==> src/rtl/pwm_multi_channel.sv <==
// pwm_multi_channel: shared-counter N-channel PWM generator.
// Period, duty and alignment mode are double-buffered. A load strobe fills the
// shadow set, and the shadow set moves into the active set only at a period
// boundary, so a running output never produces a runt pulse.
module pwm_multi_channel #(
    parameter int CNT_WIDTH = 16,
    parameter int CHANNELS  = 4
) (
    input  logic                          clk,
    input  logic                          reset,
    input  logic                          enable,
    input  logic                          center_mode,
    input  logic [CNT_WIDTH-1:0]          period,
    input  logic [CHANNELS*CNT_WIDTH-1:0] duty,
    input  logic                          load,
    output logic [CHANNELS-1:0]           pwm_out,
    output logic                          period_end,
    output logic                          load_pending
);

    localparam logic [CNT_WIDTH-1:0] CNT_ONE = CNT_WIDTH'(1);

    typedef enum logic [1:0] {IDLE, RUN_UP, RUN_DOWN} state_t;

    state_t                          state, state_nxt;
    logic [CNT_WIDTH-1:0]            cnt, cnt_nxt;
    logic [CNT_WIDTH-1:0]            sh_period, act_period;
    logic [CHANNELS*CNT_WIDTH-1:0]   sh_duty, act_duty;
    logic                            sh_center, act_center;
    logic                            boundary;
    logic                            transfer;
    logic [CHANNELS-1:0]             pwm_nxt;
    logic                            pe_nxt;

    // Last cycle of the current period; a zero period makes every cycle a boundary.
    always_comb begin
        boundary = 1'b0;
        if (state != IDLE) begin
            if (act_period == '0)
                boundary = 1'b1;
            else if (!act_center)
                boundary = (cnt == act_period - CNT_ONE);
            else if (act_period == CNT_ONE)
                boundary = (cnt == CNT_ONE);
            else
                boundary = (state == RUN_DOWN) && (cnt == CNT_ONE);
        end
    end

    // Next state / counter, and whether the shadow set moves to active this edge.
    always_comb begin
        state_nxt = state;
        cnt_nxt   = cnt;
        transfer  = 1'b0;
        if (!enable) begin
            state_nxt = IDLE;
            cnt_nxt   = '0;
        end else begin
            case (state)
                IDLE: begin
                    state_nxt = RUN_UP;
                    cnt_nxt   = '0;
                    transfer  = 1'b1;
                end
                default: begin
                    if (boundary) begin
                        state_nxt = RUN_UP;
                        cnt_nxt   = '0;
                        transfer  = load_pending;
                    end else if (!act_center) begin
                        state_nxt = RUN_UP;
                        cnt_nxt   = cnt + CNT_ONE;
                    end else if (state == RUN_UP) begin
                        if (cnt == act_period) begin
                            state_nxt = RUN_DOWN;
                            cnt_nxt   = cnt - CNT_ONE;
                        end else begin
                            cnt_nxt   = cnt + CNT_ONE;
                        end
                    end else begin
                        cnt_nxt = cnt - CNT_ONE;
                    end
                end
            endcase
        end
    end

    // Per-channel compare and boundary flag, registered below so both lag the counter by one cycle.
    always_comb begin
        pwm_nxt = '0;
        pe_nxt  = 1'b0;
        if (enable && (state != IDLE) && (act_period != '0)) begin
            for (int i = 0; i < CHANNELS; i++)
                pwm_nxt[i] = (cnt < act_duty[i*CNT_WIDTH +: CNT_WIDTH]);
            pe_nxt = boundary;
        end
    end

    // State register and period counter.
    always_ff @(posedge clk or negedge reset) begin
        if (!reset) begin
            state <= IDLE;
            cnt   <= '0;
        end else begin
            state <= state_nxt;
            cnt   <= cnt_nxt;
        end
    end

    // Shadow capture on load; a load on the transfer edge wins and keeps the request pending.
    always_ff @(posedge clk or negedge reset) begin
        if (!reset) begin
            sh_period    <= '0;
            sh_duty      <= '0;
            sh_center    <= 1'b0;
            load_pending <= 1'b0;
        end else begin
            if (load) begin
                sh_period <= period;
                sh_duty   <= duty;
                sh_center <= center_mode;
            end
            if (load)
                load_pending <= 1'b1;
            else if (transfer)
                load_pending <= 1'b0;
        end
    end

    // Active set updates atomically from the pre-load shadow contents.
    always_ff @(posedge clk or negedge reset) begin
        if (!reset) begin
            act_period <= '0;
            act_duty   <= '0;
            act_center <= 1'b0;
        end else if (transfer) begin
            act_period <= sh_period;
            act_duty   <= sh_duty;
            act_center <= sh_center;
        end
    end

    // Registered outputs.
    always_ff @(posedge clk or negedge reset) begin
        if (!reset) begin
            pwm_out    <= '0;
            period_end <= 1'b0;
        end else begin
            pwm_out    <= pwm_nxt;
            period_end <= pe_nxt;
        end
    end

endmodule

==> config.mk <==
export PLATFORM = sky130hd
export DESIGN_NAME = pwm_multi_channel
export DESIGN_NICKNAME = d
export VERILOG_FILES = /design/src/rtl/pwm_multi_channel.sv
export SDC_FILE = /design/constraint.sdc
export NUM_CORES = 1
export LEC_CHECK = 0
export BUFFER_PORTS_ARGS = -buffer_cell sky130_fd_sc_hd__buf_4
export CAP_MARGIN = 30
export CORE_MARGIN = 4
export CORE_UTILIZATION = 50
export CTS_CLUSTER_DIAMETER = 80
export DETAILED_ROUTE_END_ITERATION = 8
export GPL_ROUTABILITY_DRIVEN = 0
export HOLD_SLACK_MARGIN = 0.02
export PLACE_DENSITY_LB_ADDON = 0.08
export SKIP_CTS_REPAIR_TIMING = 1
export SLEW_MARGIN = 40
export SYNTH_ARGS = -nofsm -noshare
export SYNTH_HDL_FRONTEND = slang
export SYNTH_SLANG_ARGS = --single-unit
==> constraint.sdc <==
create_clock -name clk -period 8.3 [get_ports clk]
set_input_delay 1.245 -clock clk [delete_from_list [all_inputs] [get_ports clk]]
set_output_delay 1.245 -clock clk [all_outputs]
set_load 0.05 [all_outputs]
==> flow_metrics.py, run 1 <==
metrics = {
    "global_routing": {
        "grt_max_degree": 83,
        "grt_first_pass_wirelength_mm": 35.52,
        "grt_pass1_vias": 7139,
        "antenna_found_initial": 0,
        "grtUsageTotal_pct": 20.22,
        "grt_overflow": 0,
    },
    "cts": {
        "cts_sinks": 186,
        "clk_latency_ns": 0.44,
        "root_buffer": "clkbuf_16",
        "ctsHtreeMaxLevel": 4,
        "cts_tree": "yes",
        "clockBufferDepth": 2,
        "clk_pin_slew_ns": 0.07,
        "numCtsBuffers": 17,
    },
    "timing": {
        "setup_viol": 0,
        "relSlewSlack_pct": 47.52,
        "fin_hold_ws_ns": 0.4876,
        "tns_ns": 0,
        "post-route-min-period_ns": 3.893,
        "post-route-period-util_pct": 46.90,
        "fin_skew_ns": 0.007950,
        "tightestPinTransition_ns": 0.7872,
        "drv_slew": 0,
        "fmax_mhz": 256.9,
        "finalHoldViolCount": 0,
        "rsz0062_at_grt": "false",
    },
    "power": {
        "pwr_density_cell_nw_per_um2": 216.1,
        "peakVddDrop_mv": 0.1246,
        "p_leak_nw": 5.319,
    },
    "final_layout": {
        "diodes": 0,
        "fillerInstances": 1544,
        "nets": 1067,
        "synthToLayoutAreaGrowth_pct": 15.19,
        "layout-drive-gt1-share_pct": 27.42,
    },
    "floorplanning": {
        "start_util_pct": 51.68,
        "rows": 50,
        "io_pins": 91,
        "die_w_um": 148.0,
        "dieArea_um2": 21900,
        "chipHeight_um": 148.0,
        "core_um2": 18960,
    },
    "yosys": {
        "synth.net_count": 987,
        "synthArstFlopShare_pct": 100.0,
        "synth.avg_cell_area_um2": 11.70,
        "synth_edf_count": 0,
        "yosys_warnings": 0,
        "ys.flop_type": "dfrtp_1",
        "ys_ff_latch": 186,
        "syn_inst": 837,
        "synth_cell_types": 57,
        "yosysSeqAreaShare_pct": 47.52,
        "syn-cell-area_um2": 9796,
    },
    "flow_run": {
        "maxCapViolations": 0,
    },
    "place": {
        "hpwl_mm": 15.13,
        "port_buffers": 90,
    },
    "detailed_routing": {
        "drc": 0,
        "drt-total-wl_mm": 21.23,
        "routedWlPerCell_um": 17.84,
        "dr.pass1.iters": 5,
        "via_count": 6742,
        "drtAntennaViolNets": 0,
        "drt_iter0_drc": 301,
        "vias_per_cell": 5.666,
    },
    "worst_hold_path": {
        "min_path_type": "reg2reg",
        "min-delay-start": "act_duty[53]",
    },
    "run_status": {
        "status": "finished, final reports clean",
    },
    "critical_path": {
        "worstPathRequired_ns": 8.62,
        "endpoint_kind": "flop",
        "arrival_ns": 4.21,
        "reg2reg_from": "act_period[6]",
        "critical_path_class": "reg2reg",
        "cp_max_fo": 42,
        "critPathLaunchType": "flop",
        "crit_start": "act_period[6]",
    },
}
-- cell usage after synthesis, types with 14 or more instances --
cell type | count | area [um2]
mux2_2 | 114 | 1284
a21o_1 | 24 | 180.2
inv_1 | 70 | 262.8
xnor2_1 | 14 | 122.6
nand4_1 | 16 | 100.1
nor3_1 | 37 | 185.2
ha_1 | 65 | 813.3
o21ai_0 | 16 | 80.08
mux2_1 | 47 | 529.3
a21oi_1 | 30 | 150.1
nand3_1 | 19 | 95.09
nor2_1 | 18 | 67.56
dfrtp_1 | 186 | 4654
clkbuf_1 | 20 | 75.07
-- placed cells by master (no fill, tap or decap), types with 6 or more instances in the layout --
master	netlist	routed
xor2_1	7	7
mux2_2	114	114
ha_1	65	65
nor3_1	37	37
o21a_1	11	11
o21ai_0	16	16
inv_1	70	70
mux2_1	47	47
a21o_1	24	24
buf_4	0	93
nand2_1	12	12
a211oi_1	6	6
xnor2_1	14	14
clkbuf_16	0	17
nand4_1	16	16
a21oi_1	30	30
and3_1	12	12
nand2b_1	10	10
nand3_1	19	19
dfrtp_1	186	186
nor4_1	10	10
nor3b_1	6	6
nor2_1	18	18
-- flip-flops by register name, indices dropped and copies added, names as in the netlist --
register,cells
cnt,16
act_duty,64
act_center,1
act_period,16
state,2
sh_center,1
sh_duty,64
period_end,1
sh_period,16
load_pending,1
pwm_out,4
-- routing by layer --
| metal | part of all wire (%) | vias up | wire [um] | global-route usage, % |
|---|---|---|---|---|
| li1 | - | 3189 | - | - |
| met1 | 43 | 3303 | 9043 | 25.39 |
| met2 | 49 | 200 | 10490 | 34.12 |
| met3 | 5.0 | 50 | 1068 | 4.231 |
| met4 | 2.9 | 0 | 625 | 8.453 |
| met5 | 0 | - | 0 | 0 |
-- path summary, 6_finish.rpt --
path,to,slack [ns],cells past startpoint
max,act_period[14],4.41,8
min,act_duty[53],0.49,1
max reg2reg,act_period[14],4.41,8
min reg2reg,act_duty[53],0.49,1
max in group asynchronous,act_duty[2],6.46,2
min in group asynchronous,sh_duty[35],0.80,1
-- critical path, cell delays in order (launching register included) --
cell	delay (ns)
dfrtp_1	0.46
nor4_2	0.68
nand4b_1	0.23
xor2_1	0.23
nor4_1	0.39
nand4b_2	0.24
o21ai_4	0.53
buf_4	0.57
mux2_2	0.40
-- logic make-up after synthesis --
family / share of synthesized area (%)
DFF: 47.52
and+or+nand+nor: 10.23
muxes: 18.51
AOI/OAI and AO/OA: 8.635
buffers and inverters: 4.930
adders and majority gates: 8.302
xor gates and xnor gates: 1.878
-- stage by stage --
| step | std cells | utilization [%] | cell area, um2 | total power [mW] | setup slack, ns |
|---|---|---|---|---|---|
| finish | 1190 | 59.52 | 11280 | 2.438 | 4.407 |
| global route | 1190 | 59.52 | 11280 | 2.570 | 4.193 |
| CTS | 1190 | 59.50 | 11280 | 2.466 | 4.448 |
| detailed placement | 1158 | 56.23 | 10660 | 1.606 | 4.555 |
| global placement | 1156 | 56.07 | 10630 | 1.575 | 4.239 |
| floorplan | 837 | - | 9796 | 1.450 | 5.414 |
-- cell type report --
class / instances / area (um2) / share of cell area, %
multi-input cells: 543 / 4658 / 41.28
clock buffers: 18 / 439.2 / 3.892
inverters: 71 / 266.5 / 2.362
repair buffers: 98 / 758.2 / 6.720
well taps: 260 / 325.3 / 2.883
flip-flops and latches: 186 / 4654 / 41.25
clock inverters: 14 / 181.4 / 1.608
-- report_power, final --
part / internal (mW) / switching, mW
logic: 0.230 / 0.217
registers: 1.03 / 0.110
clock network: 0.467 / 0.385
Power figures use the tool's default switching activity.
==> run 2: changes to the inputs <==
--- a/config.mk
+++ b/config.mk
@@ -5,6 +5,7 @@
 export SDC_FILE = /design/constraint.sdc
 export NUM_CORES = 1
 export LEC_CHECK = 0
+export ABC_AREA = 1
 export BUFFER_PORTS_ARGS = -buffer_cell sky130_fd_sc_hd__buf_4
 export CAP_MARGIN = 30
 export CORE_MARGIN = 4
==> constraint.sdc (replaced) <==
create_clock -name clk -period 3.5 [get_ports clk]
set_input_delay 0.525 -clock clk [delete_from_list [all_inputs] [get_ports clk]]
set_output_delay 0.525 -clock clk [all_outputs]
set_load 0.05 [all_outputs]
==> run 2 against run 1 <==
  * Clock-buffer cell count did not move
  * Worst setup slack got worse by 3.6 ns
  * Non-clock buffer count rose by 2
  * Synthesized cell count rose by 54%
  * First-iteration DRC count rose by 55%
  * Critical path type unchanged
  * Clock power rose by 130%
  * Sequential power rose to 2.9 times the previous value
==> flow_metrics.py, run 2 <==
metrics = {
    "critical_path": {
        "critical_path_class": "reg2reg",
        "critPathLaunchType": "flop",
        "cp_max_fo": 82,
        "reg2reg_slack_ns": 0.84,
        "worstPathRequired_ns": 3.88,
        "arrival_ns": 3.04,
        "reg2reg_to": "act_duty[58]",
        "worst_r2r_path_depth": 15,
        "endpoint_kind": "flop",
        "reg2reg_from": "cnt[11]",
    },
    "global_routing": {
        "grt_first_pass_wirelength_mm": 38.29,
        "grtUsageTotal_pct": 21.29,
        "grt_pass1_vias": 7853,
        "grt_max_degree": 83,
        "antenna_found_initial": 0,
        "grt_overflow": 0,
    },
    "cts": {
        "cts_tree": "yes",
        "root_buffer": "clkbuf_16",
        "ctsHtreeMaxLevel": 4,
        "clk_latency_ns": 0.44,
        "numCtsBuffers": 17,
        "cts_sinks": 186,
        "clk_pin_slew_ns": 0.08,
        "clockBufferDepth": 2,
    },
    "yosys": {
        "synth_top_cells_by_area": "dfrtp_1, nand2_1, ha_1",
        "synth_edf_count": 0,
        "yosysSeqAreaShare_pct": 46.68,
        "synth_top_area_share_pct": 46.68,
        "synthArstFlopShare_pct": 100.0,
        "synth.net_count": 1442,
        "synth_cell_types": 32,
        "ys.flop_type": "dfrtp_1",
        "yosys_warnings": 0,
        "synth.most_common_cell": "nand2_1",
        "synthTopCellsByCount": "nand2_1, dfrtp_1, inv_1, nand3_1, nor2_1",
        "syn-cell-area_um2": 9972,
        "syn_inst": 1292,
        "ys_ff_latch": 186,
        "synth_top_area_cell": "dfrtp_1",
        "synth.avg_cell_area_um2": 7.718,
    },
    "floorplanning": {
        "start_util_pct": 51.07,
        "chipHeight_um": 149.2,
        "dieArea_um2": 22270,
        "die_w_um": 149.2,
        "rows": 51,
        "io_pins": 91,
        "core_um2": 19530,
    },
    "run_status": {
        "status": "finished, final reports clean",
    },
    "timing": {
        "tightestPinTransition_ns": 0.7370,
        "rsz0062_at_grt": "false",
        "relSlewSlack_pct": 50.87,
        "drv_slew": 0,
        "fmax_mhz": 376.1,
        "post-route-period-util_pct": 75.96,
        "setup_viol": 0,
        "tns_ns": 0,
        "finalHoldViolCount": 0,
        "post-route-min-period_ns": 2.659,
        "fin_skew_ns": 0.009557,
    },
    "final_layout": {
        "most-common-layout-cells": "nand2_1, dfrtp_1, inv_1",
        "synthToLayoutAreaGrowth_pct": 14.73,
        "nets": 1511,
        "fillerInstances": 1919,
        "final_common_cell": "nand2_1",
        "fin_cells": 1639,
        "diodes": 0,
        "largestRegisters": "act_duty (64), sh_duty (64)",
        "layout-drive-gt1-share_pct": 10.63,
    },
    "place": {
        "post-place-cells": 1607,
        "hpwl_mm": 15.38,
        "port_buffers": 90,
    },
    "detailed_routing": {
        "drtAntennaViolNets": 0,
        "routedWlPerCell_um": 13.86,
        "vias_per_cell": 5.024,
        "drt-total-wl_mm": 22.72,
        "via_count": 8234,
        "drc": 0,
        "drt_iter0_drc": 466,
        "dr.pass1.iters": 5,
    },
    "power": {
        "p_leak_nw": 6.279,
        "peakVddDrop_mv": 0.3833,
        "pwr_density_cell_nw_per_um2": 741.6,
    },
    "flow_run": {
        "maxCapViolations": 0,
    },
    "worst_hold_path": {
        "min_path_type": "in2async",
    },
}
==> run 2: worst max path at each step <==
stage                             start            to  slack [ns]  cells after the start
after floorplan           act_period[0]  load_pending        1.44                     17
after global placement          cnt[11]  act_duty[51]        0.94                     15
after detailed placement        cnt[11]  act_duty[37]        0.90                     15
after CTS                       cnt[11]  act_duty[58]        0.87                     15
after global routing            cnt[11]  act_duty[37]        0.61                     15
final                           cnt[11]  act_duty[58]        0.84                     15
==> run 2: worst max-delay path, stage by stage, from the launching register on <==
cell and delay [ns]:
dfrtp_1 0.72, inv_1 0.23, nor2_1 0.14, nand3_1 0.09, nor2_1 0.11, nor2_1 0.05
nand3_1 0.07, nor2_1 0.05, nand4_1 0.09, nand2_1 0.09, nand2_1 0.11, nand2_4 0.16
nand2_4 0.12, buf_12 0.28, nand2_1 0.11, nand2_1 0.07
==> run 2: logic make-up (layout without fill, tap and decap cells) <==
family                   Yosys count  after routing  share of synthesized area (%)
AO/OA/AOI/OAI                     84             84                          4.743
XOR/XNOR                          22             22                          1.932
adder cells (fa/ha/maj)           65             65                          8.156
buffers and inverters            176            258                          7.415
flip-flops                       186            186                          46.67
AND/OR/NAND/NOR                  759            759                          31.08
==> run 2: routing by layer <==
metal	part of all wire, %	GRT usage [%]
met5	0	0
met4	1.5	6.362
met3	4.4	3.707
met2	47	34.03
met1	47	29.93
==> run 2: power breakdown <==
part | internal, mW | switching (mW) | leakage (nW) | total [mW]
Combinational | 1.22 | 2.03 | 3.66 | 3.25
Clock | 0.974 | 0.987 | 0.293 | 1.96
Sequential | 2.71 | 0.567 | 2.33 | 3.27
Total | 4.90 | 3.58 | 6.28 | 8.48
==> run 2: cell type report <==
type / count / area [um2] / share of cell area (%)
tap: 265 / 331.6 / 2.898
sequential: 186 / 4654 / 40.68
clock buffer: 18 / 429.2 / 3.751
inverter: 126 / 473.0 / 4.134
multi-input combinational: 930 / 4578 / 40.02
clock inverter: 14 / 180.2 / 1.575
timing repair buffer: 100 / 794.5 / 6.944
==> run 2: metrics by stage <==
step                      hold WS, ns  total power [mW]  util, %  cell area [um2]  setup WS [ns]
after floorplan                0.2294             5.657        -             9972          1.439
after global placement         0.4549             6.465    55.47            10830         0.9373
after detailed placement       0.4529             6.543    55.47            10830         0.8991
after CTS                      0.1315             8.541    58.59            11440         0.8722
after global routing           0.1514             9.229    58.59            11440         0.6056
final                          0.1095             8.485    58.59            11440         0.8414
==> run 3: changes to the inputs <==
==> constraint.sdc (replaced) <==
create_clock -name clk -period 2.7 [get_ports clk]
set_input_delay 0.405 -clock clk [delete_from_list [all_inputs] [get_ports clk]]
set_output_delay 0.405 -clock clk [all_outputs]
set_load 0.05 [all_outputs]
==> run 3 against run 2 <==
  * Largest cell class unchanged
  * Critical path depth is 3 higher
  * Clock skew up 0.0059 ns
  * Sequential cell count unchanged
  * Register-to-register slack got worse by 0.56 ns
  * Worst setup slack got worse by 0.56 ns
  * Routed wire length is 2.7% higher
  * Sequential power increased by 27%
  * Combinational power increased by 37%
  * Global-route usage is 0.96 points higher
  * Critical endpoint is now act_duty[18]
  * Utilization rose by 0.79 points
  * Maximum frequency grew 9.9%
==> flow_metrics.py, run 3 (synthesized netlist as in run 2, its figures left out) <==
metrics = {
    "critical_path": {
        "arrival_ns": 2.75,
        "crit_slowest_cell": "dfrtp_1",
        "worst_r2r_path_depth": 18,
        "worstPathRequired_ns": 3.03,
        "critPathLaunchType": "flop",
        "crit_path_max_incr_delay_ns": 0.41,
        "cpMostUsedCell": "nand2_1",
        "reg2reg_slack_ns": 0.28,
        "reg2reg_to": "act_duty[18]",
        "path_depth": 18,
        "endpoint_kind": "flop",
        "reg2reg_from": "act_period[0]",
        "path_cells": "inv_1 > ha_1 > inv_1 > nand2_1 > nand3_1 > nor2_1 > nand2_1 > nor2_1 > nand2_1 > nor2_1 > nand4_1 > nand2_1 > nand2_1 > nand2_4 > nand2_4 > buf_4 > nand2_1 > nand2_1",
        "cp_max_fo": 35,
        "path_buf_inv": 3,
        "critical_path_class": "reg2reg",
        "cpLargestDelayFamily": "simple AND/OR/NAND/NOR gates",
    },
    "final_layout": {
        "layout-drive-gt1-share_pct": 11.84,
        "synthToLayoutAreaGrowth_pct": 16.29,
        "nets": 1530,
        "fillerInstances": 1885,
        "multi_input_area_um2": 4578,
        "seq_area_um2": 4654,
        "largestRegisters": "act_duty (64), sh_duty (64)",
        "most-common-layout-cells": "nand2_1, dfrtp_1, inv_1",
        "final_core_util_pct": 59.39,
        "final_common_cell": "nand2_1",
        "fin_cells": 1658,
        "diodes": 0,
    },
    "global_routing": {
        "antenna_found_initial": 0,
        "grt_pass1_vias": 8174,
        "grt_first_pass_wirelength_mm": 39.99,
        "use_met3_pct": 3.191,
        "grtUsageMet2_pct": 36.05,
        "grtUsageTotal_pct": 22.26,
        "grtUsageMet1_pct": 31.38,
        "grt-busiest-layer": "met2",
        "grt_max_degree": 66,
        "grt_overflow": 0,
    },
    "timing": {
        "fin_skew_ns": 0.01549,
        "relSlewSlack_pct": 59.24,
        "post-route-period-util_pct": 89.60,
        "tns_ns": 0,
        "tightestPinTransition_ns": 0.6105,
        "fin_ws_ns": 0.2808,
        "post-route-min-period_ns": 2.419,
        "finalHoldViolCount": 0,
        "drv_slew": 0,
        "setup_viol": 0,
        "fmax_mhz": 413.4,
    },
    "detailed_routing": {
        "drt-total-wl_mm": 23.32,
        "vias_per_cell": 5.041,
        "dr.pass1.iters": 5,
        "drt_iter0_drc": 541,
        "via_count": 8358,
        "drc": 0,
        "routedWlPerCell_um": 14.07,
        "drtAntennaViolNets": 0,
    },
    "power": {
        "swShare_pct": 41.34,
        "p_seq_share_pct": 37.3,
        "peakVddDrop_mv": 0.4688,
        "p_sw_mw": 4.601,
        "p_comb_share_pct": 39.9,
        "power_frac_clock_pct": 22.8,
        "total_power_mw": 11.13,
        "pwr_density_cell_nw_per_um2": 959.8,
        "internal_power_mw": 6.528,
        "p_leak_nw": 6.388,
    },
    "cts": {
        "numCtsBuffers": 17,
        "clk_pin_slew_ns": 0.08,
        "clockBufferDepth": 2,
        "cts_sinks": 186,
        "cts_tree": "yes",
        "ctsHtreeMaxLevel": 4,
        "root_buffer": "clkbuf_16",
        "clk_latency_ns": 0.44,
    },
    "floorplanning": {
        "io_pins": 91,
        "chipHeight_um": 149.2,
        "dieArea_um2": 22270,
        "start_util_pct": 51.07,
        "die_w_um": 149.2,
        "rows": 51,
        "core_um2": 19530,
    },
    "place": {
        "hpwl_mm": 16.44,
        "pre_cts_ws_ns": 0.2690,
        "post-place-cells": 1625,
        "port_buffers": 90,
    },
    "flow_run": {
        "maxCapViolations": 0,
    },
    "worst_hold_path": {
        "min_path_type": "in2reg",
        "min-delay-start": "period[11]",
        "whs_path_depth": 3,
        "min_to": "sh_period[11]",
    },
    "run_status": {
        "status": "finished, final reports clean",
    },
}
## run 3: cell count changes in the layout (fill, tap and decap cells not counted), moves of 2 or more
cell / delta
buf_12: +2
clkinv_2: +2
inv_6: +2
clkinv_8: -5
buf_4: +15
## run 3: worst max-delay path by stage
| stage | from | to | slack [ns] |
|---|---|---|---|
| 5_1_grt | act_period[2] | act_duty[28] | -0.008 |
| 2_1_floorplan | act_period[0] | load_pending | 0.64 |
| 3_5_place_dp | act_period[0] | act_duty[50] | 0.27 |
| 4_1_cts | act_period[0] | act_period[15] | 0.24 |
| 6_report | act_period[0] | act_duty[18] | 0.28 |
| 3_3_place_gp | act_period[0] | load_pending | 0.34 |
## run 3: final cells by class
type / instances / share of cell area [%]
clock inverters: 14 / 1.306
repair buffers: 119 / 8.351
flip-flops and latches: 186 / 40.14
inverters: 126 / 4.079
well taps: 265 / 2.859
multi-input cells: 930 / 39.48
clock buffers: 18 / 3.787
## run 3: per-layer routing
layer	part of all wire, %	up-vias
met5	0	-
met4	1.7	0
met3	3.4	29
met2	48	132
met1	47	3946
li1	-	4251
## run 3: stage by stage
| step | cell area (um2) | hold slack (ns) |
|---|---|---|
| floorplan | 9972 | 0.1094 |
| global placement | 10990 | 0.4045 |
| detailed placement | 10990 | 0.4077 |
| CTS | 11580 | -0.06929 |
| global route | 11600 | 0.1547 |
| finish | 11600 | 0.1557 |
## run 3: tightest hold or removal path, cell delays in order
cell and delay (ns):
buf_4 0.07, nand2_1 0.04, nand2_1 0.05
## run 3: power groups by stage
| stage | combinational [mW] | clock (mW) | sequential [mW] |
|---|---|---|---|
| after global routing | 5.20 | 2.69 | 4.25 |
| after global placement | 4.30 | 0 | 4.19 |
| after floorplan | 3.24 | 0 | 4.09 |
| after CTS | 4.47 | 2.59 | 4.15 |
| after detailed placement | 4.42 | 0 | 4.19 |
| final | 4.44 | 2.54 | 4.15 |
